[src/rtl/lcd_hex_display.sv]
// lcd_hex_display: drives a 16x2 character LCD with two labelled hex values, init sequence after reset
module lcd_hex_display #(
    parameter int DATA_W = 32,
    parameter int T_EN = 16,
    parameter int T_CMD = 2500,
    parameter int T_INIT = 30000,
    parameter int AUTO_REFRESH = 0,
    parameter logic [127:0] LABEL0 = "out_val:        ",
    parameter logic [127:0] LABEL1 = "PC:             "
) (
    input  logic              clk,
    input  logic              rst,
    input  logic              start,
    input  logic [DATA_W-1:0] val0,
    input  logic [DATA_W-1:0] val1,
    output logic              busy,
    output logic              done,
    output logic [7:0]        LCD_DATA,
    output logic              LCD_RS,
    output logic              LCD_EN,
    output logic              LCD_RW
);
    localparam int ND = DATA_W / 4;
    localparam int NL = 16 - ND;
    localparam int TM0 = (T_INIT > T_CMD) ? T_INIT : T_CMD;
    localparam int TMAX = (TM0 > T_EN) ? TM0 : T_EN;
    localparam int CW = $clog2(TMAX + 2);
    localparam logic [CW-1:0] C_EN = CW'(T_EN);
    localparam logic [CW-1:0] C_CMD = CW'(T_CMD);
    localparam logic [CW-1:0] C_INIT = CW'(T_INIT);

    typedef enum logic [1:0] {IDLE, INIT, FRAME} top_t;
    typedef enum logic [2:0] {P_IDLE, P_SETUP, P_HOLD, P_EN, P_WAIT} ph_t;

    top_t top, top_n;
    ph_t ph, ph_n;
    logic [5:0] idx, idx_n;
    logic [CW-1:0] cnt, cnt_n, wait_end;
    logic [DATA_W-1:0] snap0, snap0_n, snap1, snap1_n;
    logic last_w, frame_go, done_n, rs_n;
    logic [7:0] data_n;

    function automatic logic [7:0] hex_ch(input logic [3:0] n);
        return (n < 4'd10) ? 8'h30 + {4'h0, n} : 8'h37 + {4'h0, n};
    endfunction

    // Write i of the current sequence as {RS, DATA}; frame writes 1-16 and 18-33 are characters.
    function automatic logic [8:0] wr_word(input top_t t, input logic [5:0] i,
                                           input logic [DATA_W-1:0] a, input logic [DATA_W-1:0] b);
        logic [3:0] p;
        logic [127:0] lab;
        logic [DATA_W-1:0] v;
        if (t == INIT)
            return {1'b0, (i == 6'd0) ? 8'h38 : (i == 6'd1) ? 8'h0C : (i == 6'd2) ? 8'h01 : 8'h06};
        if (i == 6'd0)
            return 9'h080;
        if (i == 6'd17)
            return 9'h0C0;
        p = (i < 6'd17) ? 4'(i - 6'd1) : 4'(i - 6'd18);
        lab = (i < 6'd17) ? LABEL0 : LABEL1;
        v = (i < 6'd17) ? a : b;
        if (int'(p) < NL)
            return {1'b1, 8'(lab >> (8 * (15 - int'(p))))};
        return {1'b1, hex_ch(4'(v >> (4 * (15 - int'(p)))))};
    endfunction

    always_comb begin
        top_n = top;
        ph_n = ph;
        idx_n = idx;
        cnt_n = cnt + 1'b1;
        snap0_n = snap0;
        snap1_n = snap1;
        last_w = (top == INIT) ? (idx == 6'd3) : (idx == 6'd33);
        wait_end = (top == INIT) ? C_INIT : C_CMD;
        frame_go = 1'b0;
        case (ph)
            P_IDLE: begin
                cnt_n = '0;
                ph_n = (top == INIT || start) ? P_SETUP : P_IDLE;
                frame_go = (top == IDLE) && start;
            end
            P_SETUP: begin
                cnt_n = '0;
                ph_n = P_HOLD;
            end
            P_HOLD: begin
                cnt_n = '0;
                ph_n = P_EN;
            end
            P_EN: if (cnt == C_EN) begin
                cnt_n = '0;
                ph_n = P_WAIT;
            end
            default: if (cnt == wait_end) begin
                cnt_n = '0;
                idx_n = last_w ? 6'd0 : idx + 6'd1;
                frame_go = last_w && (top == INIT || AUTO_REFRESH != 0);
                ph_n = (last_w && !frame_go) ? P_IDLE : P_SETUP;
                top_n = (last_w && !frame_go) ? IDLE : top;
            end
        endcase
        if (frame_go) begin
            top_n = FRAME;
            snap0_n = val0;
            snap1_n = val1;
        end
        done_n = (top_n == FRAME) && (idx_n == 6'd33) && (ph_n == P_WAIT) && (cnt_n == C_CMD);
    end

    // Outputs are registered from next-state so DATA/RS are already valid in the SETUP cycle.
    always_comb {rs_n, data_n} = (ph_n == P_IDLE) ? {LCD_RS, LCD_DATA} : wr_word(top_n, idx_n, snap0_n, snap1_n);

    always_ff @(posedge clk) begin
        if (rst) begin
            top <= INIT;
            ph <= P_IDLE;
            idx <= '0;
            cnt <= '0;
            snap0 <= '0;
            snap1 <= '0;
            LCD_DATA <= '0;
            LCD_RS <= 1'b0;
            LCD_EN <= 1'b0;
            done <= 1'b0;
        end else begin
            top <= top_n;
            ph <= ph_n;
            idx <= idx_n;
            cnt <= cnt_n;
            snap0 <= snap0_n;
            snap1 <= snap1_n;
            LCD_DATA <= data_n;
            LCD_RS <= rs_n;
            LCD_EN <= (ph_n == P_EN);
            done <= done_n;
        end
    end

    assign busy = (top != IDLE);
    assign LCD_RW = 1'b0;
endmodule
[config.mk]
export PLATFORM = sky130hd
export DESIGN_NAME = lcd_hex_display
export DESIGN_NICKNAME = d
export VERILOG_FILES = /design/src/rtl/lcd_hex_display.sv
export SDC_FILE = /design/constraint.sdc
export NUM_CORES = 1
export LEC_CHECK = 0
export ABC_AREA = 0
export CORE_UTILIZATION = 35
export DETAILED_ROUTE_END_ITERATION = 10
export GPL_ROUTABILITY_DRIVEN = 0
export PLACE_DENSITY = 0.66
export SKIP_CTS_REPAIR_TIMING = 1
export SYNTH_ARGS = -nofsm -noshare
export SYNTH_HDL_FRONTEND = slang
export SYNTH_SLANG_ARGS = --single-unit
[constraint.sdc]
create_clock -name clk -period 7.6 [get_ports clk]
set_input_delay 1.52 -clock clk [delete_from_list [all_inputs] [get_ports clk]]
set_output_delay 1.52 -clock clk [all_outputs]
set_load 0.01 [all_outputs]
Word-level counts from Yosys, hierarchy flattened --
Index checks and enable logic that the tools add are counted.
Storage, ports and cells: register bits after elaboration 101, input bits 67, output and inout bits 13, word-level logic and storage cells 101
Cells by class: add/sub/neg operators 7, magnitude comparators 3, equal/unequal tests 17, shifts and indexed selects 2, multiplexer cells 46, reduce and logical (&&, ||, !) cells 16
Operator list (number):
- 127-bit by 32-bit >> shifter with 8-bit output | 1
- 126-bit two-way mux | 1
- 32-bit two-way mux | 3
- 9-bit two-way mux | 8
- 15-bit two-way mux | 3
- 32-bit by 32-bit >> shifter with 4-bit output | 1
- 15-bit one-hot mux with 2 select lines | 1
- 6-bit two-way mux | 4
- 15-bit by 1-bit adder with 15-bit output, second input constant | 1
- 15-bit by 12-bit == test with 1-bit output, second input constant | 1
- 15-bit == test | 1
- 15-bit by 5-bit == test with 1-bit output, second input constant | 1
- 6-bit by 4-bit adder with 7-bit output, first input constant | 2
- 1-bit two-way mux | 14
- 6-bit by 2-bit == test with 1-bit output, second input constant | 2
- 6-bit == test, second input constant | 2
- 3-bit one-hot mux with 4 select lines | 1
- 3-bit by 2-bit == test with 1-bit output, second input constant | 3
- 3-bit two-way mux | 3
- 4-bit < comparator, second input constant | 2
- 2-bit two-way mux | 4
- 4-bit two-way mux | 2
- 7-bit two-way mux | 1
- 6-bit by 1-bit adder with 6-bit output, second input constant | 1
- 20 further kinds | 28

Logic depth before layout (Yosys ltp) --
Gate-level depths: netlist of the first run.
word-level depth 21, depth in mapped cells 29

Worst setup path after synthesis of the first run --
OpenSTA, ideal clock, no wires.
path type register to register, start register top[0], end register LCD_DATA[2], arrival 6.286 ns, setup slack 1.235 ns, stages on the path, launching flop included 26, buffers on the path 5, clock period less this slack 6.365 ns, path through dfxtp_1 -> nor2b_1 -> mux2_2 -> or3_1 -> buf_2 -> nor2_1 -> xnor2_1 -> ha_1 -> nand3b_1 -> or4_4 -> o211a_2 -> nor2_4 -> buf_6 -> buf_2 -> ha_1 -> clkbuf_1 -> inv_1 -> clkbuf_1 -> mux4_2 -> mux2_2 -> nand2_1 -> ha_1 -> inv_1 -> or4b_1 -> a311o_1 -> a211oi_2
On the way: word-level cells in the longest chain between the ends 17
Ends and longest elaborated chain:
- start, declared | line 35 | top_t top, top_n;
- start signal, assigned | line 127 | top <= top_n;
- branches (longest 17 deep; another with 6-bit by 4-bit adder with 7-bit output)
- end signal, assigned | line 133 | LCD_DATA <= data_n;
- end, declared | line 18 | output logic [7:0] LCD_DATA,
Parallel ways; which one is timed is not known. The select of a mux whose other input is x is not followed. A chain may end at the register's enable or synchronous reset.

Worst setup path in the final report of the first run --
Same ends and word-level chain as after synthesis.

==> results of run 1 <==
==> area by class of cell <==
type	instances	area, µm²	area share
Inverter	14	52.6	0.00769
Clock inverter	7	63.8	0.00933
Tap cell	211	264	0.0386
Timing Repair Buffer	83	813	0.119
Multi-Input combinational cell	509	3400	0.497
Clock buffer	9	225	0.0329
Sequential cell	101	2020	0.296
==> synthesized netlist by cell type (3+ instances only) <==
library cell	n
or3_1	5
nor3_1	10
nand3_1	20
o21ai_1	3
or2_2	3
ha_1	13
buf_2	12
dfxtp_1	101
a31oi_1	4
a21oi_1	41
nand2_1	74
nor2_1	109
xnor2_1	9
and3_1	4
inv_1	12
nand4_1	8
o31ai_1	6
a311oi_1	4
nor2b_1	6
mux2_2	6
o21ai_0	20
mux4_2	11
a22oi_1	3
nand2b_1	5
nor4_1	5
a211oi_1	11
o211ai_1	5
and4_1	3
mux2i_1	63
clkbuf_1	20
xor2_1	8
==> per-layer routing <==
layer | global-route usage | routed length (µm) | up-vias
met5 | 0 | 0 | -
met4 | 0.0637 | 259 | 0
met3 | 0.0387 | 612 | 14
met2 | 0.263 | 6130 | 121
met1 | 0.256 | 7030 | 2245
li1 | - | - | 2471
==> flip-flops by register name, indices dropped and copies added, names as in the netlist <==
register,count
snap0,32
snap1,32
cnt,15
LCD_DATA,8
idx,6
ph,3
top,2
LCD_EN,1
LCD_RS,1
done,1
==> kinds of logic after synthesis <==
logic type      Yosys count
xor+xnor                 17
compound gates          125
fa+ha+maj                13
mux                      80
buf+inv                  49
simple gates            273
other cells               1
flops                   101
==> worst max-delay path, cell delays in order (launching register included) <==
cell	delay, ps
dfxtp_1	370
nor2b_1	330
mux2_2	410
or3_1	530
nor2_1	330
xnor2_1	390
ha_1	350
nand3b_1	110
or4_4	440
o211a_2	190
nor2_4	90
ha_1	450
inv_1	490
mux4_2	370
mux2_2	300
nand2_1	100
ha_1	170
inv_1	50
or4b_1	500
a311o_1	340
a211oi_2	170
==> worst max path at each step <==
stage | start | to | slack [ps] | depth (start not counted)
global route | cnt[0] | LCD_DATA[2] | 610 | 22
detailed placement | top[0] | LCD_DATA[2] | 1100 | 20
global placement | top[0] | LCD_DATA[2] | 1250 | 20
floorplan | top[0] | LCD_DATA[2] | 1230 | 25
finish | top[0] | LCD_DATA[2] | 1040 | 20
CTS | top[0] | LCD_DATA[2] | 1060 | 20
==> where the power goes <==
group | internal, mW | switching, mW | total (mW) | leakage, nW
clock | 0.231 | 0.219 | 0.450 | 0.142
combinational | 0.0391 | 0.0235 | 0.0626 | 1.38
sequential | 0.532 | 0.00273 | 0.535 | 0.815
total | 0.802 | 0.245 | 1.05 | 2.34
==> through the flow <==
step / instances / area [µm²] / utilization
after floorplan: 659 / 5620 / -
after detailed placement: 918 / 6550 / 0.424
final: 934 / 6840 / 0.443
after global placement: 918 / 6550 / 0.424
after global routing: 934 / 6840 / 0.443
after CTS: 934 / 6840 / 0.443
==> summary.txt, run 1 <==
Synthesis
  – Syn_area_per_cell: 8.53 µm²
  – Cells after Synth: 659
  – Syn nets: 739
  – Synthesized area: roughly 5600 µm²
  – Yosys warnings: 0
  – Simple-gate share of the synthesized area: 0.230
  – Number of enable-type register cells in the synthesized netlist: 0
  – Sequential area share after synthesis: 0.360
  – Synth top area share: 0.360
  – Synth area leaders: dfxtp_1 (36%), mux2i_1 (11%), nor2_1 (7.3%)
  – Post-synth top flop: dfxtp_1
  – #FFs+latches synth: 101
  – Adder-cell share of the synthesized area: 0.0289
  – Library cell with the largest summed area after synthesis: dfxtp_1
  – Post-Synth XOR/XNOR Area: 0.0265
  – Post-synthesis mux area share: 0.168
  – Compound-Gate Fraction of Synth Area: 0.148
  – Combinational family with the most area after synthesis: simple AND/OR/NAND/NOR gates
  – Library cells used by synthesis: 76
  – Post-synth ARST share: 0

Outcome
  – Outcome: finished, final reports clean

Placed design
  – I/O Buffers: 78
  – Pre-CTS WS: 1100 ps
  – Detailed-placement wirelength estimate: 10500 µm

Timing
  – FMAX: 153 MHz
  – Setup TNS Final: 0 ps
  – RSZ-0062 raised after global routing: false
  – Final setup fails: 0
  – Hold Slack: 455 ps
  – Actual slew at the worst max-slew pin: roughly 900 ps
  – Clock Skews: 10.9 ps
  – Worst slew margin: 0.377
  – Worst setup margin: 1040 ps
  – Fin crit share: 0.863
  – Max-slew violations: 0
  – Crit path time final: 6560 ps
  – Final Hold Viols: 0

Finish
  – Final net count: 798
  – Area Overhead vs Synth: 21.6%
  – Most common cell after layout, fill and taps aside: nor2_1
  – FILL cells: 1544
  – Inserted Diodes: 0
  – Layout cells sized above 1: 0.0802
  – Most frequent cells in the layout: nor2_1 (109), dfxtp_1 (101), clkdlybuf4s50_1 (77), nand2_1 (74), mux2i_1 (63)

Setup path
  – Reg2reg path depth: 20
  – Required @ worst endpoint: between 7000 and 8000 ps
  – Kind of critical path: reg2reg
  – RR Startpoint: top[0]
  – CP Data Arrival Time: 6830 ps
  – Worst Path Max Fanout: 17
  – Setup crit start kind: register
  – R2R setup slack: between 1000 and 1500 ps
  – CP Capture Type: register
  – R2R Path End: LCD_DATA[2]

Power and ir drop
  – Power per Cell Area: 153 nW/µm²
  – Maximum VDD drop: 116 µV
  – Final Power: 1.05 mW
  – P_leak: 2.34 nW

Global route
  – Largest net degree at the start of global routing: 86
  – Global-route wire length before repair: 23100 µm
  – Number of global-route vias before repair: 4497
  – Gr usage total: 0.179
  – GRT overflow: 0
  – Initial antenna violation count: 0

Routing
  – WL final: 14000 µm
  – Drt via density: 5.19
  – DR WL/cell: 15.0 µm
  – Iteration-0 DRC Markers: between 300 and 400
  – Vias: between 4k and 5k
  – Drt pass-1 iters: 4
  – DRC viols: 0
  – Final ANT Viol Nets: 0

Floorplan
  – Rows: 45
  – Die H: about 130 µm
  – Ports: 80
  – CORE AREA: 15400 µm²
  – Die ar.: 16600 µm²
  – Initial core utilization: 0.364
  – Die width: 129 µm

Clock network
  – CTS Sinks: between 100 and 150
  – Clock transition at the registers of the reported paths: around 70 ps
  – Clk_lat worst skew: 360 ps
  – TritonCTS Buffers: 9
  – CTS root buffer: clkbuf_16
  – CTS max path bufs: 2
  – TritonCTS clock tree: built
  – H-tree depth: 3

Min path
  – Hold Path Sink: snap0[21]
  – Worst Hold Class: reg2reg
  – WHS Path Cells: 2
  – Worst hold start: snap0[21]

Run
  – Max Cap Viol: 0
(Power assumes the default switching activity.)
==> run 2: changes to the inputs <==
--- a/config.mk
+++ b/config.mk
@@ -9,8 +9,8 @@
 export CORE_UTILIZATION = 35
 export DETAILED_ROUTE_END_ITERATION = 10
 export GPL_ROUTABILITY_DRIVEN = 0
-export PLACE_DENSITY = 0.66
 export SKIP_CTS_REPAIR_TIMING = 1
 export SYNTH_ARGS = -nofsm -noshare
 export SYNTH_HDL_FRONTEND = slang
 export SYNTH_SLANG_ARGS = --single-unit
+export TNS_END_PERCENT = 30
==> summary.txt, run 2 (synthesis gave the netlist of run 1 again) <==
Global route
  – GRT overflow: 0
  – Global-route wire length before repair: 23700 µm
  – Largest net degree at the start of global routing: 86
  – Gr usage total: 0.182
  – Initial antenna violation count: 0
  – Number of global-route vias before repair: 4791

Timing
  – Worst slew margin: 0.391
  – Clock Skews: between 10 and 15 ps
  – Final Hold Viols: 0
  – Crit path time final: 6660 ps
  – Fin crit share: 0.876
  – RSZ-0062 raised after global routing: false
  – Max-slew violations: 0
  – Setup TNS Final: 0 ps
  – Actual slew at the worst max-slew pin: around 910 ps
  – Final setup fails: 0
  – FMAX: 150 MHz

Clock network
  – TritonCTS Buffers: 9
  – Clock transition at the registers of the reported paths: 80 ps
  – H-tree depth: 3
  – Clk_lat worst skew: 360 ps
  – CTS Sinks: around 100
  – CTS max path bufs: 2
  – CTS root buffer: clkbuf_16
  – TritonCTS clock tree: built

Routing
  – Final ANT Viol Nets: 0
  – Drt pass-1 iters: 5
  – DRC viols: 0
  – Iteration-0 DRC Markers: 323
  – DR WL/cell: 15.5 µm
  – WL final: 14500 µm
  – Drt via density: 5.28
  – Vias: 4949

Power and ir drop
  – Power per Cell Area: 156 nW/µm²
  – Maximum VDD drop: 102 µV
  – P_leak: 2.36 nW

Setup path
  – Worst Path Max Fanout: 17
  – Kind of critical path: reg2reg
  – CP Data Arrival Time: approximately 7000 ps
  – CP Capture Type: register
  – Setup crit start kind: register
  – Required @ worst endpoint: 7870 ps

Finish
  – Most frequent cells in the layout: nor2_1 (109), dfxtp_1 (101), clkdlybuf4s50_1 (77), nand2_1 (74), mux2i_1 (63)
  – Final net count: 801
  – Area Overhead vs Synth: 22.4%
  – Inserted Diodes: 0
  – Layout cells sized above 1: 0.0840
  – Largest registers: snap0 x32, snap1 x32, cnt x15
  – Fin cells: ~940
  – Most common cell after layout, fill and taps aside: nor2_1

Floorplan
  – Ports: 80
  – CORE AREA: 15400 µm²
  – Die ar.: between 15000 and 20000 µm²
  – Die width: 129 µm
  – Die H: ~130 µm
  – Initial core utilization: 0.364
  – Rows: 45

Placed design
  – I/O Buffers: 78
  – DP Cell Count: 921
  – Detailed-placement wirelength estimate: ~11000 µm

Outcome
  – Outcome: finished, final reports clean

Min path
  – Worst Hold Class: reg2reg

Run
  – Max Cap Viol: 0
## run 2: where the power goes
part | total, mW | internal [mW] | switching [mW] | leakage [nW]
Combinational | 0.0628 | 0.0391 | 0.0237 | 1.39
Clock | 0.473 | 0.236 | 0.237 | 0.151
Sequential | 0.535 | 0.532 | 0.00276 | 0.815
## run 2: per-layer routing
layer | share of wire | global-route usage | vias to the layer above
li1 | - | - | 2486
met1 | 0.49 | 0.247 | 2292
met2 | 0.44 | 0.284 | 152
met3 | 0.057 | 0.0424 | 19
met4 | 0.017 | 0.0595 | 0
met5 | 0 | 0 | -
## run 2: area by class of cell
type	count	area, µm²
timing repair buffer	86	836
fill	1525	8550
inverter	14	52.6
clock buffer	9	225
clock inverter	7	86.3
multi-input combinational	509	3400
tap	211	264
sequential	101	2020
## run 2: worst max-delay path: stages, from the launching register on
cell	delay, ps
dfxtp_1	380
nor2b_1	350
mux2_2	410
nor3_2	430
a21boi_1	170
nor2_1	710
ha_1	380
nand3b_1	100
or4_4	440
o211a_2	190
nor2_4	90
ha_1	230
buf_4	200
inv_1	420
mux4_2	600
nand3_1	100
nand4_1	280
or4b_1	560
a311o_1	360
a211oi_2	170
## run 2: worst paths after layout
check / startpoint / end / slack, ps / cells past startpoint
worst min register to register: snap1[29] / snap1[29] / 450 / 2
worst min-delay path: snap1[29] / snap1[29] / 450 / 2
worst max-delay path: top[0] / LCD_DATA[2] / 940 / 19
worst max register to register: top[0] / LCD_DATA[2] / 940 / 19
## run 2: per-stage QoR
stage	setup slack, ps	instance area, µm²	power, mW	hold WS [ps]	utilization
final	941	6880	1.07	453	0.446
after CTS	976	6880	1.08	457	0.446
after floorplan	1230	5620	0.565	429	-
after global routing	385	6880	1.11	475	0.446
after detailed placement	1020	6570	0.611	446	0.426
after global placement	1310	6570	0.610	437	0.426
==> run 3: changes to the inputs <==
--- a/config.mk
+++ b/config.mk
@@ -6,6 +6,7 @@
 export NUM_CORES = 1
 export LEC_CHECK = 0
 export ABC_AREA = 0
+export CAP_MARGIN = 20
 export CORE_UTILIZATION = 35
 export DETAILED_ROUTE_END_ITERATION = 10
 export GPL_ROUTABILITY_DRIVEN = 0
==> results of run 3 <==
Same layout as run 2: the final DEF is identical, and so are final timing and power.
